==> src/rtl/seg_scan_ctrl.sv <==
// Scan controller for a multiplexed common-anode 7-segment display.
// Double-buffered display data, swapped only at frame boundaries.
module seg_scan_ctrl #(
  parameter int NDIG  = 8,
  parameter int DIV   = 1000,
  parameter int BLANK = 4
) (
  input  logic              clk,
  input  logic              rst_n,
  input  logic              en,
  input  logic              load_valid,
  output logic              load_ready,
  input  logic [4*NDIG-1:0] load_data,
  input  logic [NDIG-1:0]   load_mask,
  output logic [3:0]        nib,
  output logic [NDIG-1:0]   an,
  output logic              frame_done
);

  localparam int CW = $clog2(DIV);
  localparam int IW = (NDIG > 1) ? $clog2(NDIG) : 1;

  localparam logic [CW-1:0] CLAST = CW'(DIV - 1);
  localparam logic [IW-1:0] ILAST = IW'(NDIG - 1);

  typedef enum logic [1:0] {
    S_IDLE,
    S_BLANK,
    S_SHOW
  } state_t;

  state_t state_q, state_d;

  logic [CW-1:0]     cnt_q, cnt_d;
  logic [IW-1:0]     idx_q, idx_d;
  logic [4*NDIG-1:0] act_q, act_d;
  logic [NDIG-1:0]   amsk_q, amsk_d;
  logic [4*NDIG-1:0] shd_q;
  logic [NDIG-1:0]   smsk_q;
  logic              pend_q, pend_d;
  logic [NDIG-1:0]   an_d;
  logic [3:0]        nib_d;
  logic              fd_d;

  logic last_cnt;
  logic bound;
  logic copy;
  logic xfer;

  assign last_cnt = (cnt_q == CLAST);
  assign bound    = (state_q != S_IDLE) && last_cnt
                 && (idx_q == ILAST);
  assign copy     = pend_q && (bound || state_q == S_IDLE);
  assign xfer     = load_valid && !pend_q;

  assign load_ready = ~pend_q;

  always_comb begin
    state_d = S_IDLE;
    cnt_d   = '0;
    idx_d   = '0;
    act_d   = act_q;
    amsk_d  = amsk_q;
    pend_d  = pend_q;

    if (copy) begin
      act_d  = shd_q;
      amsk_d = smsk_q;
      pend_d = 1'b0;
    end
    if (xfer) pend_d = 1'b1;

    if (en) begin
      if (state_q != S_IDLE) begin
        cnt_d = last_cnt ? '0 : cnt_q + CW'(1);
        idx_d = idx_q;
        if (last_cnt)
          idx_d = (idx_q == ILAST) ? '0 : idx_q + IW'(1);
      end
      state_d = (cnt_d < CW'(BLANK)) ? S_BLANK : S_SHOW;
    end
  end

  // Outputs are computed from next-state values so the registered
  // outputs line up with the registered state/counters.
  always_comb begin
    an_d  = '1;
    nib_d = '0;
    fd_d  = 1'b0;
    if (state_d != S_IDLE) begin
      nib_d = act_d[{idx_d, 2'b00} +: 4];
      fd_d  = (idx_d == ILAST) && (cnt_d == CLAST);
    end
    if (state_d == S_SHOW)
      an_d[idx_d] = ~amsk_d[idx_d];
  end

  always_ff @(posedge clk or negedge rst_n) begin
    if (!rst_n) begin
      state_q    <= S_IDLE;
      cnt_q      <= '0;
      idx_q      <= '0;
      act_q      <= '0;
      amsk_q     <= '0;
      shd_q      <= '0;
      smsk_q     <= '0;
      pend_q     <= 1'b0;
      an         <= '1;
      nib        <= '0;
      frame_done <= 1'b0;
    end else begin
      state_q    <= state_d;
      cnt_q      <= cnt_d;
      idx_q      <= idx_d;
      act_q      <= act_d;
      amsk_q     <= amsk_d;
      pend_q     <= pend_d;
      an         <= an_d;
      nib        <= nib_d;
      frame_done <= fd_d;
      if (xfer) begin
        shd_q  <= load_data;
        smsk_q <= load_mask;
      end
    end
  end

endmodule

==> config.mk <==
export PLATFORM = sky130hd
export DESIGN_NAME = seg_scan_ctrl
export DESIGN_NICKNAME = d
export VERILOG_FILES = /design/src/rtl/seg_scan_ctrl.sv
export SDC_FILE = /design/constraint.sdc
export NUM_CORES = 1
export LEC_CHECK = 0
export BUFFER_PORTS_ARGS = -buffer_cell sky130_fd_sc_hd__buf_2
export CAP_MARGIN = 40
export CORE_UTILIZATION = 50
export DETAILED_ROUTE_END_ITERATION = 8
export GPL_TIMING_DRIVEN = 0
export MAX_ROUTING_LAYER = met4
export PLACE_DENSITY_LB_ADDON = 0.08
export SYNTH_ARGS = -nofsm -noshare
export SYNTH_HDL_FRONTEND = slang
export SYNTH_SLANG_ARGS = --single-unit
==> constraint.sdc <==
create_clock -name clk -period 2.63 [get_ports clk]
set_clock_uncertainty 0.1 [all_clocks]
set_input_delay 0.3945 -clock clk [delete_from_list [all_inputs] [get_ports clk]]
set_output_delay 0.3945 -clock clk [all_outputs]
set_load 0.02 [all_outputs]
# Yosys cells after proc, flatten, opt, wreduce, memory -nomap -nowiden
# Cells that the tools add are included.
# totals
input_bits	44
out_inout_bits	14
word_cells	59
reg_bits	109
# op_classes
eq_ne	5
n_lt_le_gt_ge	3
bitwise	4
reduce_logical	12
n_shift	1
n_addsub	2
n_mux	21
# op_table
operator	count
$mux W10	4
$mux W32	1
$shiftx A32 B6 Y4	1
$eq A10 B10 Y1 const B	2
$mux W8	2
$mux W3	4
$add A10 B1 Y10 const B	1
$lt A10 B3 Y1 const B	1
$not A8 Y8	1
$or A8 B8 Y8	1
$eq A3 B3 Y1 const B	2
$logic_and A1 B1 Y1	6
$reduce_bool A2 Y1	3
$mux W1	5
$lt A3 B4 Y1 const B	1
$mux W2	2
$mux W4	1
$add A3 B1 Y3 const B	1
$bmux W1 S3	1
$demux W1 S3	1
$ge A3 B1 Y1 const B	1
$eq A2 B2 Y1 const B	1
$logic_not A2 Y1	1
$not A1 Y1	2
other kinds (2)	2

# Longest topological paths before layout
# Gate-level depths: netlist (run 1).
# depth
depth_word	12
ltp_mapped	11
ltp_nobuf	8

# Worst setup path before layout (run 1)
# No wires, ideal clock.
# synth_timing
path_type	register to register
startpoint	reg idx_q[1]
endpoint	reg nib[2]
setup_time_ns	0.140
t_required_ns	2.390
synth_period_minus_slack_ns	2.458
slack_ns	0.172
path_stages_with_launch	12
path_buffers	3
arrival_time_ns	2.218
path_cell_list	dfrtp_1 > ha_1 > ha_1 > buf_1 > and2_1 > nand4_2 > nand2_4 > buf_8 > buf_4 > mux2i_1 > a2bb2oi_1 > a41oi_1
# synth_between
elab_chain_len	7
word_cells_on_any_way	12
classes_between	add/sub: 1; eq/ne: 1; shift: 1; mux: 6; reduce/logical: 3
# synth_rtl
item	line_no	text
from (decl)	35	logic [IW-1:0] idx_q, idx_d;
from (signal assigned)	114	idx_q <= idx_d;
$add A3 B1 Y3 or $eq A3 B3 Y1 (tied branches)	78, 52	
$mux W3 or $logic_and A1 B1 Y1 (tied branches)	78, 52	
$mux W3 or $logic_or A1 B1 Y1 (tied branches)	77, 53	
$mux W3 or $logic_and A1 B1 Y1 (tied branches)	74, 53	
$mux W3 or $mux W32 (tied branches)	73, 66	
$shiftx A32 B6 Y4 (*)	91	nib_d = act_d[{idx_d, 2'b00} +: 4];
$mux W4 (*)	90	if (state_d != S_IDLE) begin
net nib_d[2]	42	logic [3:0] nib_d;
to (signal assigned)	119	nib <= nib_d;
to (decl)	15	output logic [3:0] nib,
# The timed path passes the listed nets; every way through them passes the cells marked *.
# A chain may end at the register's enable or synchronous reset.

# Final worst setup path (run 1)
# layout_timing
startpoint	reg cnt_q[1]
endpoint	reg nib[3]
# layout_between
elab_chain_len	9
word_cells_on_any_way	19
classes_between	add/sub: 1; order compare: 1; eq/ne: 1; shift: 1; mux: 10; reduce/logical: 5
# layout_rtl
item	line_no	text
from (decl)	34	logic [CW-1:0] cnt_q, cnt_d;
from (signal assigned)	113	cnt_q <= cnt_d;
$add A10 B1 Y10 or $eq A10 B10 Y1 (tied branches)	75, 50	
$mux W10	75	cnt_d = last_cnt ? '0 : cnt_q + CW'(1);
$mux W10	74	if (state_q != S_IDLE) begin
$mux W10	73	if (en) begin
$lt A10 B3 Y1	80	state_d = (cnt_d < CW'(BLANK)) ? S_BLANK : S_SHOW;
$mux W2	80	
$mux W2	73	
$reduce_bool A2 Y1	90	
$mux W4 (*)	90	
net nib_d[3]	42	
# The timed path passes the listed nets; every way through them passes the cells marked *. The select of a mux whose other input is x is not followed.

==> results of run 1 <==
metrics by stage:
step                      setup TNS, ns  std cells
final                                 0        611
after global routing           -0.01630        611
after CTS                             0        606
after detailed placement         -4.888        588
after global placement           -21.21        587
after floorplan                       0        401
worst max-delay path, delay by kind of cell, from the launching register on:
family	cells	cell delay [ns]
compound gates	2	0.51
fa+ha+maj	1	0.20
buf+inv	2	0.36
flops	1	0.43
simple gates	4	0.82
cell type report:
type | count | area share
flip-flops and latches | 109 | 0.4670
multi-input cells | 259 | 0.3743
repair buffers | 66 | 0.06436
well taps | 129 | 0.02749
clock buffers | 10 | 0.02344
plain buffers | 19 | 0.01939
clock inverters | 6 | 0.01577
inverters | 13 | 0.008312
repair_timing:
item	CTS	global route
setup endpoints to repair	20	13
cloned	0	0
gates resized for setup	19	11
pin swaps	0	1
endpoints found under the hold margin	49	0
hold buffers	1	0
buffers inserted	2	5
registers in the layout (all words and copies together) (netlist names):
name and cells:
state_q 2, amsk_q 8, cnt_q 10, nib 4
pend_q 1, an 8, frame_done 1, shd_q 32
smsk_q 8, idx_q 3, act_q 32
power groups by stage:
stage | clock network [mW] | logic [mW] | registers, mW
CTS | 1.19 | 0.866 | 2.30
global placement | 0 | 0.826 | 2.31
global route | 1.25 | 0.959 | 2.35
detailed placement | 0 | 0.853 | 2.33
finish | 1.15 | 0.868 | 2.29
floorplan | 0 | 0.616 | 2.28
layout by cell type, fill, tap and decap left out, types with 3 or more instances in the layout:
| cell type | synthesis | routed |
|---|---|---|
| nor3_1 | 10 | 8 |
| o32ai_1 | 3 | 3 |
| or2_2 | 3 | 3 |
| nand4_1 | 4 | 4 |
| clkbuf_8 | 0 | 10 |
| o211ai_1 | 3 | 3 |
| mux2_2 | 64 | 64 |
| clkbuf_1 | 9 | 7 |
| nand3_1 | 15 | 15 |
| o21ai_0 | 7 | 7 |
| a22oi_1 | 3 | 3 |
| mux2i_1 | 10 | 6 |
| a211oi_1 | 7 | 7 |
| nand2b_1 | 5 | 5 |
| and2_1 | 7 | 7 |
| nor2_1 | 18 | 17 |
| or4_1 | 4 | 4 |
| o22ai_1 | 4 | 4 |
| nand2_1 | 17 | 17 |
| dfrtp_2 | 0 | 3 |
| inv_1 | 13 | 13 |
| xnor2_1 | 3 | 3 |
| buf_4 | 2 | 10 |
| and3_1 | 12 | 12 |
| a21oi_1 | 3 | 3 |
| dfstp_2 | 8 | 8 |
| dfrtp_1 | 101 | 98 |
| a21o_1 | 6 | 6 |
| mux2i_4 | 1 | 4 |
| nor4_1 | 5 | 4 |
| buf_2 | 5 | 61 |
per-layer routing:
layer / vias to the layer above / global-route usage / part of all wire
met5: - / - / 0
met4: 0 / 0.08473 / 0.022
met3: 23 / 0.06901 / 0.058
met2: 107 / 0.3602 / 0.44
met1: 1756 / 0.3515 / 0.48
li1: 1627 / - / -
worst min path at each step:
stage | startpoint | slack (ns) | to
global placement | act_q[3]$_DFF_PN0_ | 0.36 | act_q[3]$_DFF_PN0_
global route | load_data[27] | 0.11 | shd_q[27]$_DFFE_PN0P_
finish | load_data[23] | 0.14 | shd_q[23]$_DFFE_PN0P_
CTS | load_data[19] | 0.12 | shd_q[19]$_DFFE_PN0P_
floorplan | rst_n | -0.001 | act_q[0]$_DFF_PN0_
detailed placement | rst_n | 0.36 | shd_q[13]$_DFFE_PN0P_
kinds of logic after synthesis:
family | share of synthesized area
DFF | 0.5527
muxes | 0.1730
AOI/OAI and AO/OA | 0.08967
and+or+nand+nor | 0.1351
buffers and inverters | 0.03309
adders and majority gates | 0.007578
xor gates and xnor gates | 0.008842
==> reports/metrics.yaml, run 1 <==
outcome:
  outcome: "complete, no violations"
detailed_routing:
  wirelength_mm: 11.49
  drtIter0Drc: 162
  via_per_inst: 5.750
  wl_per_cell_um: 18.81
  drc_errors: 0
  dr.pass1.iters: 6
  vias: 3513
  drtAntennaViolNets: 0
floorplanning:
  die_w_um: 101.5
  boundaryPins: 58
  start_util: 0.5261
  rows: 35
  dieArea_sq_um: 10310
  dieHeight_um: 101.5
  core_area_sq_um: 9415
worst_setup_path:
  startpoint_type: "register"
  rrSetupSlack_ns: 0.11
  slowest_stage: "dfrtp_1"
  timing.rr.start: "cnt_q[1]$_DFF_PN0_"
  reg2reg_to: "nib[3]$_DFF_PN0_"
  crit_arrival_ns: 2.71
  path_cells: "ha_4 -> and4bb_2 -> nand4_2 -> nand2_4 -> buf_8 -> buf_4 -> a211oi_1 -> a2111o_1 -> nor4_2"
  critPathKind: "reg2reg"
  critical_path_required_ns: 2.82
  setup.worst_path.end: "nib[3]$_DFF_PN0_"
  cp_max_fo: 10
  reg2reg_depth: 9
  crit_start: "cnt_q[1]$_DFF_PN0_"
  crit_path_end_kind: "register"
  slowest_delay_ns: 0.43
logic_synthesis:
  synth_top_area_share: 0.5102
  yosysTopAreaCell: "dfrtp_1"
  synth_edf_count: 0
  synth_flop_cell: "dfrtp_1"
  synth_seq_cells: 109
  synth_cell_types: 67
  syn_area_sq_um: 4954
  avgSynthCellArea_sq_um: 12.35
  yosysMostFrequentCell: "dfrtp_1"
  async_flop_share: 1.000
  synth_area_leaders: "dfrtp_1 (51%), mux2_2 (15%), dfstp_2 (4.2%)"
  yosysWarnings: 0
  ys_top_cells_by_count: "dfrtp_1 (101), mux2_2 (64), nor2_1 (18), nand2_1 (17), nand3_1 (15)"
  syn-instance-count: 401
  yosysSeqAreaShare: 0.5527
  syn_nets: 448
power:
  seqPwrFrac: 0.532
  clkPwrFrac: 0.267
  switching_power_mw: 1.154
  pwr-share-comb: 0.201
  swShare: 0.2678
  power.total_mw: 4.311
  internal_power_mw: 3.157
  power_density_nw_per_um2: 734.3
  leakagePower_nw: 2.547
  ir_worst_vdd_mv: 0.4764
clock_network:
  cts_tree: "yes"
  htree_levels: 3
  clk_latency_ns: 0.38
  cts_buffers: 9
  clockBufferDepth: 2
  cts-root-buf: "clkbuf_8"
  clk_pin_slew_ns: 0.10
  clock_sinks: 109
cells_and_area:
  layout-drive-gt1-share: 0.4066
  nNetsFinal: 524
  postLayoutCellArea_sq_um: 5871
  area_growth_pct: 18.51
  final_util: 0.6235
  regArea_sq_um: 2741
  antenna_cells: 0
  multi_input_area_sq_um: 2197
  fill_cells: 792
global_route:
  grt_max_degree: 61
  grt_pass1_wl_mm: 18.58
  grt-ovfl-total: 0
  gr-usage-all-layers: 0.2538
  antenna_found_initial: 0
  grt_pass1_vias: 3512
timing:
  slew_headroom: 0.5001
  setup_viol: 0
  whs_ns: 0.1398
  min_period_ns: 2.521
  finalHoldViolCount: 0
  fin_ws_ns: 0.1091
  final_max_slew_viol_count: 0
  worst_pin_slew_ns: 0.7498
  fin_crit_sh: 0.9585
  max_freq_mhz: 396.7
place:
  place_area_sq_um: 5430
  gp_congestion: 0.8774
  dp_hpwl_mm: 8.071
  port_buffers: 57
  pre_cts_ws_ns: -0.4980
worst_hold_path:
  hold_depth: 2
  hold_path.class: "in2reg"
run:
  drv_cap: 0
(Power assumes the default switching activity.)
==> run 2: changes to the inputs <==
--- a/config.mk
+++ b/config.mk
@@ -12,3 +12,2 @@
 export GPL_TIMING_DRIVEN = 0
-export MAX_ROUTING_LAYER = met4
 export PLACE_DENSITY_LB_ADDON = 0.08
==> constraint.sdc (replaced) <==
create_clock -name clk -period 2.63 [get_ports clk]
set_clock_uncertainty 0.1 [all_clocks]
set_input_delay 0.1315 -clock clk [delete_from_list [all_inputs] [get_ports clk]]
set_output_delay 0.1315 -clock clk [all_outputs]
set_load 0.02 [all_outputs]
==> run 2 against run 1 <==
  * Critical path depth shrank 2
  * Critical endpoint is now nib[1]$_DFF_PN0_
  * Final cell count grew 7.4%
  * Die area is the same
  * Combinational power grew 7.4%
  * Design area grew 6.6%
  * Sequential share of layout area shrank 2.9 points
  * Flip-flop and latch count is the same
  * Worst setup slack lost 0.0076 ns
  * Non-clock buffer count grew 45
==> reports/metrics.yaml, run 2 (synthesized netlist as in run 1, its figures left out) <==
outcome:
  outcome: "complete, no violations"
detailed_routing:
  drtIter0Drc: 130  # -20%
  wl_met1_mm: 6.023  # +8.7%
  via_per_inst: 5.553  # -3.4%
  routed-wl-met2_mm: 5.749  # +14%
  wl_met3_um: 375  # -44%
  vias: 3643  # +3.7%
  wl_per_cell_um: 18.88  # +0.36%
  top_layer: "met4"
  drc_errors: 0  # unchanged
  drtAntennaViolNets: 0  # unchanged
  dr.pass1.iters: 4  # -2
  wirelength_mm: 12.38  # +7.8%
global_route:
  grt_pass1_wl_mm: 19.60  # +5.5%
  gr-usage-all-layers: 0.2599  # +0.006109
  grt_pass1_vias: 3672  # +4.6%
  grt_max_degree: 59  # -3.3%
  grt-ovfl-total: 0  # unchanged
  antenna_found_initial: 0  # unchanged
cells_and_area:
  multi_input_area_sq_um: 2197  # unchanged
  layout-drive-gt1-share: 0.3776  # -0.02903
  most-common-layout-cells: "dfrtp_1 (98), mux2_2 (64), buf_2 (61)"
  area_growth_pct: 26.29
  final_util: 0.6645  # +0.04093
  fill_cells: 738  # -6.8%
  final_cells: 656  # +7.4%
  regArea_sq_um: 2741  # unchanged
  antenna_cells: 0  # unchanged
  nNetsFinal: 569  # +8.6%
  final_common_cell: "dfrtp_1"
  largest_registers: "act_q x32, shd_q x32, cnt_q x10"
  postLayoutCellArea_sq_um: 6256  # +6.6%
worst_setup_path:
  reg2reg_depth: 7  # -2
  critPathKind: "reg2reg"
  rrSetupSlack_ns: 0.10  # about the same
  crit_arrival_ns: 2.70  # about the same
  crit_path_end_kind: "register"
  startpoint_type: "register"
  timing.rr.start: "idx_q[0]$_DFF_PN0_"
  critical_path_required_ns: 2.80  # -0.02 ns
  reg2reg_to: "nib[1]$_DFF_PN0_"
  cp_max_fo: 7  # -3
place:
  pre_cts_ws_ns: -0.5448  # -0.04678 ns
  port_buffers: 57  # unchanged
  gp_congestion: 0.8298  # -5.4%
  dp_cells: 588  # unchanged
  dp_hpwl_mm: 8.263  # +2.4%
  place_area_sq_um: 5430  # unchanged
clock_network:
  clockBufferDepth: 2  # unchanged
  cts_tree: "yes"
  htree_levels: 3  # unchanged
  cts_buffers: 9  # unchanged
  cts-root-buf: "clkbuf_8"
  clk_latency_ns: 0.38  # about the same
  clock_sinks: 109  # unchanged
  clk_pin_slew_ns: 0.11  # about the same
timing:
  fin_ws_ns: 0.1016  # -0.007553 ns
  worst_pin_slew_ns: 0.7425  # -0.007270 ns
  fin_crit_sh: 0.9614  # +0.002872
  min_period_ns: 2.528  # +0.007553 ns
  final_max_slew_viol_count: 0  # unchanged
  whs_ns: 0.2035  # +0.06375 ns
  slew_headroom: 0.5050  # +0.004847
  setup_viol: 0  # unchanged
  fin_tns_setup_ns: 0  # unchanged
  max_freq_mhz: 395.5  # -0.30%
  finalHoldViolCount: 0  # unchanged
floorplanning:
  dieHeight_um: 101.5  # unchanged
  dieArea_sq_um: 10310  # unchanged
  boundaryPins: 58  # unchanged
  die_w_um: 101.5  # unchanged
  rows: 35  # unchanged
  core_area_sq_um: 9415  # unchanged
  start_util: 0.5261  # unchanged
power:
  power.total_mw: 4.181  # -3.0%
  leakagePower_nw: 2.723  # +6.9%
  power_density_nw_per_um2: 668.3  # -9.0%
  ir_worst_vdd_mv: 0.5049  # +6.0%
worst_hold_path:
  hold_path.class: "in2reg"
  min_to: "idx_q[0]$_DFF_PN0_"
  hp-start: "en"
  hold_depth: 3  # +1
run:
  drv_cap: 0  # unchanged
## run 2: changes by cell type in the layout (fill, tap and decap cells not counted)
cell and delta:
clkinv_2 +2, bufinv_16 -2, clkinvlp_4 -2, dlygate4sd3_1 +41, clkinv_4 +2, inv_8 +1, clkbuf_8 -1, buf_4 +4
clkbuf_1 +1, inv_6 -1
## run 2: area by class of cell
type                       count  share of cell area
sequential                   109              0.4382
multi-input combinational    259              0.3512
timing repair buffer         111              0.1308
tap                          129             0.02580
clock buffer                  10             0.02040
buffer                        19             0.01820
inverter                      13            0.007800
clock inverter                 6            0.007600
## run 2: critical path: stages, from the launching register on
cell     delay, ns
dfrtp_1       0.41
ha_1          0.24
ha_4          0.20
buf_4         0.15
nor3_2        0.41
o31ai_4       0.19
a221o_1       0.39
nor4_1        0.33
## run 2: how the worst max path moves through the flow
stage,startpoint,endpoint,slack (ns),depth (start not counted)
global route,idx_q[0]$_DFF_PN0_,nib[2]$_DFF_PN0_,-0.02,10
finish,idx_q[0]$_DFF_PN0_,nib[1]$_DFF_PN0_,0.10,7
CTS,idx_q[1]$_DFF_PN0_,nib[3]$_DFF_PN0_,0.0004,10
floorplan,idx_q[1]$_DFF_PN0_,nib[2]$_DFF_PN0_,0.17,11
global placement,idx_q[1]$_DFF_PN0_,an[2]$_DFF_PN1_,-0.52,10
detailed placement,idx_q[1]$_DFF_PN0_,an[2]$_DFF_PN1_,-0.54,10
## run 2: report_power, final
group          total (mW)  switching [mW]  internal (mW)
registers            2.30           0.178           2.12
clock network       0.954           0.598          0.356
logic               0.932           0.421          0.511
total                4.18            1.20           2.98
## run 2: layer usage
metal  global-route usage  vias up
met5                    0        -
met4              0.08696        0
met3              0.04555       18
met2               0.4023       78
met1               0.3721     1830
li1                     -     1717
## run 2: timing repair
item | CTS | global route
hold buffers | 42 | 0
pin swaps | 1 | 0
setup endpoints to repair | 28 | 14
gates resized for setup | 20 | 10
setup buffers | 2 | 9
hold endpoints to repair | 84 | 0
==> run 3: changes to the inputs <==
- REMOVE_ABC_BUFFERS: not set -> 1
==> run 3 against run 2 <==
  * Clock power up 10%
  * Global-route usage shrank 1.6 points
  * Critical endpoint is now nib[3]$_DFF_PN0_
  * Flip-flop and latch count unchanged
  * Hold slack worse by 0.15 ns
  * Design area increased by 2.3%
  * Highest routed layer unchanged
  * Final cell count is 0.61% lower
  * Count of clock-buffer cells in the layout up 3
==> reports/metrics.yaml, run 3 (synthesized netlist as in run 1, its figures left out) <==
cells_and_area:
  most-common-layout-cells: "dfrtp_1 (97), mux2_2 (64), buf_2 (56)"
  nNetsFinal: 565  # -0.70%
  multi_input_area_sq_um: 2291  # +4.3%
  final_common_cell: "dfrtp_1"
  area_growth_pct: 29.20
  layout-drive-gt1-share: 0.3920  # +0.01436
  final_util: 0.6797  # +0.01528
  regArea_sq_um: 2743  # about the same
  antenna_cells: 0  # unchanged
  final_cells: 652  # -0.61%
  largest_registers: "act_q x32, shd_q x32, cnt_q x10"
  fill_cells: 712  # -3.5%
power:
  leakagePower_nw: 2.756  # +1.2%
  power_density_nw_per_um2: 661.4  # -1.0%
  clkPwrFrac: 0.247  # +0.019
  pwr-share-comb: 0.212  # -0.011
  swShare: 0.2629  # -0.02332
  seqPwrFrac: 0.541  # -0.008
  switching_power_mw: 1.113  # -7.0%
  internal_power_mw: 3.120  # +4.6%
  ir_worst_vdd_mv: 0.5315  # +5.3%
place:
  dp_hpwl_mm: 6.944  # -16%
  pre_cts_ws_ns: -0.7571  # -0.2124 ns
  dp_cells: 571  # -2.9%
  port_buffers: 57  # unchanged
  gp_congestion: 0.8543  # +3.0%
floorplanning:
  boundaryPins: 58  # unchanged
  die_w_um: 101.5  # unchanged
  rows: 35  # unchanged
  dieHeight_um: 101.5  # unchanged
  core_area_sq_um: 9415  # unchanged
  start_util: 0.5261  # unchanged
  dieArea_sq_um: 10310  # unchanged
clock_network:
  clk_pin_slew_ns: 0.10  # about the same
  clock_sinks: 109  # unchanged
  cts_buffers: 9  # unchanged
  cts_tree: "yes"
  clockBufferDepth: 2  # unchanged
  cts-root-buf: "clkbuf_8"
  clk_latency_ns: 0.37  # about the same
  htree_levels: 3  # unchanged
timing:
  whs_ns: 0.05622  # -0.1473 ns
  setup_viol: 0  # unchanged
  finalHoldViolCount: 0  # unchanged
  final_max_slew_viol_count: 0  # unchanged
  fin_ws_ns: 0.09797  # -0.003589 ns
  slew_headroom: 0.4574  # -0.04758
  fin_crit_sh: 0.9627  # +0.001365
  max_freq_mhz: 394.9  # -0.14%
  fin_tns_setup_ns: 0  # unchanged
  min_period_ns: 2.532  # +0.003589 ns
  worst_pin_slew_ns: 0.8139  # +0.07136 ns
global_route:
  antenna_found_initial: 0  # unchanged
  gr-usage-all-layers: 0.2439  # -0.01596
  grt_pass1_vias: 3666  # -0.16%
  grt_max_degree: 65  # +10%
  grt-ovfl-total: 0  # unchanged
  grt_pass1_wl_mm: 18.68  # -4.7%
run:
  drv_cap: 0  # unchanged
outcome:
  outcome: "complete, no violations"
detailed_routing:
  dr.pass1.iters: 4  # unchanged
  drc_errors: 0  # unchanged
  vias: 3630  # -0.36%
  via_per_inst: 5.567  # +0.25%
  drtAntennaViolNets: 0  # unchanged
  drtIter0Drc: 301  # +130%
  wl_per_cell_um: 17.50  # -7.3%
  wirelength_mm: 11.41  # -7.8%
worst_hold_path:
  hold_path.class: "in2reg"
worst_setup_path:
  cp_max_fo: 10  # +3
  crit_arrival_ns: 2.71  # about the same
  critPathKind: "reg2reg"
  startpoint_type: "register"
  critical_path_required_ns: 2.81  # about the same
  crit_path_end_kind: "register"
## run 3: metal layers
metal	share of wire	track usage
met2	0.49	0.4090
met3	0.038	0.05383
met5	0	0
met4	0.012	0.06355
met1	0.46	0.3214
## run 3: power groups by stage
stage	Combinational [mW]	Sequential, mW	Clock, mW
2_1_floorplan	0.599	2.28	0
3_3_place_gp	0.788	2.30	0
3_5_place_dp	0.819	2.33	0
4_1_cts	0.902	2.29	1.08
5_1_grt	0.995	2.35	1.15
6_report	0.897	2.29	1.05
## run 3: final cells by class
type,count,area share
multi-input combinational,263,0.3580
inverter,13,0.007625
sequential,109,0.4285
clock buffer,13,0.02483
timing repair buffer,122,0.1486
clock inverter,3,0.007234
tap,129,0.02522
## run 3: critical path, stage by stage, from the launching register on
cell      delay [ns]
dfrtp_2         0.45
ha_4            0.21
and4bb_4        0.33
nand4_4         0.13
buf_12          0.19
buf_12          0.13
nand2_8         0.11
a211oi_1        0.10
a2111o_1        0.40
nor4_2          0.28
## run 3: metrics by stage
step           area (sq um)  power [mW]
3_3_place_gp           5285       3.091
6_report               6400       4.233
2_1_floorplan          4838       2.879
3_5_place_dp           5355       3.146
5_1_grt                6400       4.491
4_1_cts                6269       4.275
## run 3: repair_timing
item | 4_1_cts | 5_1_grt
setup endpoints to repair | 43 | 12
endpoints found under the hold margin | 101 | 0
gates cloned | 3 | 1
resized for setup | 26 | 10
buffers inserted | 10 | 9
pin swaps | 1 | 4
hold buffers | 42 | 0
## run 3: worst paths after layout
kind                                     start                   end  slack (ns)  depth (start not counted)
setup / recovery            cnt_q[0]$_DFF_PN0_      nib[3]$_DFF_PN0_         0.1                          9
hold / removal                              en       an[1]$_DFF_PN1_        0.06                          2
setup reg to reg            cnt_q[0]$_DFF_PN0_      nib[3]$_DFF_PN0_         0.1                          9
hold reg to reg            act_q[25]$_DFF_PN0_   act_q[25]$_DFF_PN0_        0.39                          2
max in group asynchronous                rst_n       an[0]$_DFF_PN1_        1.38                          3
min in group asynchronous                rst_n  shd_q[9]$_DFFE_PN0P_        0.29                          2
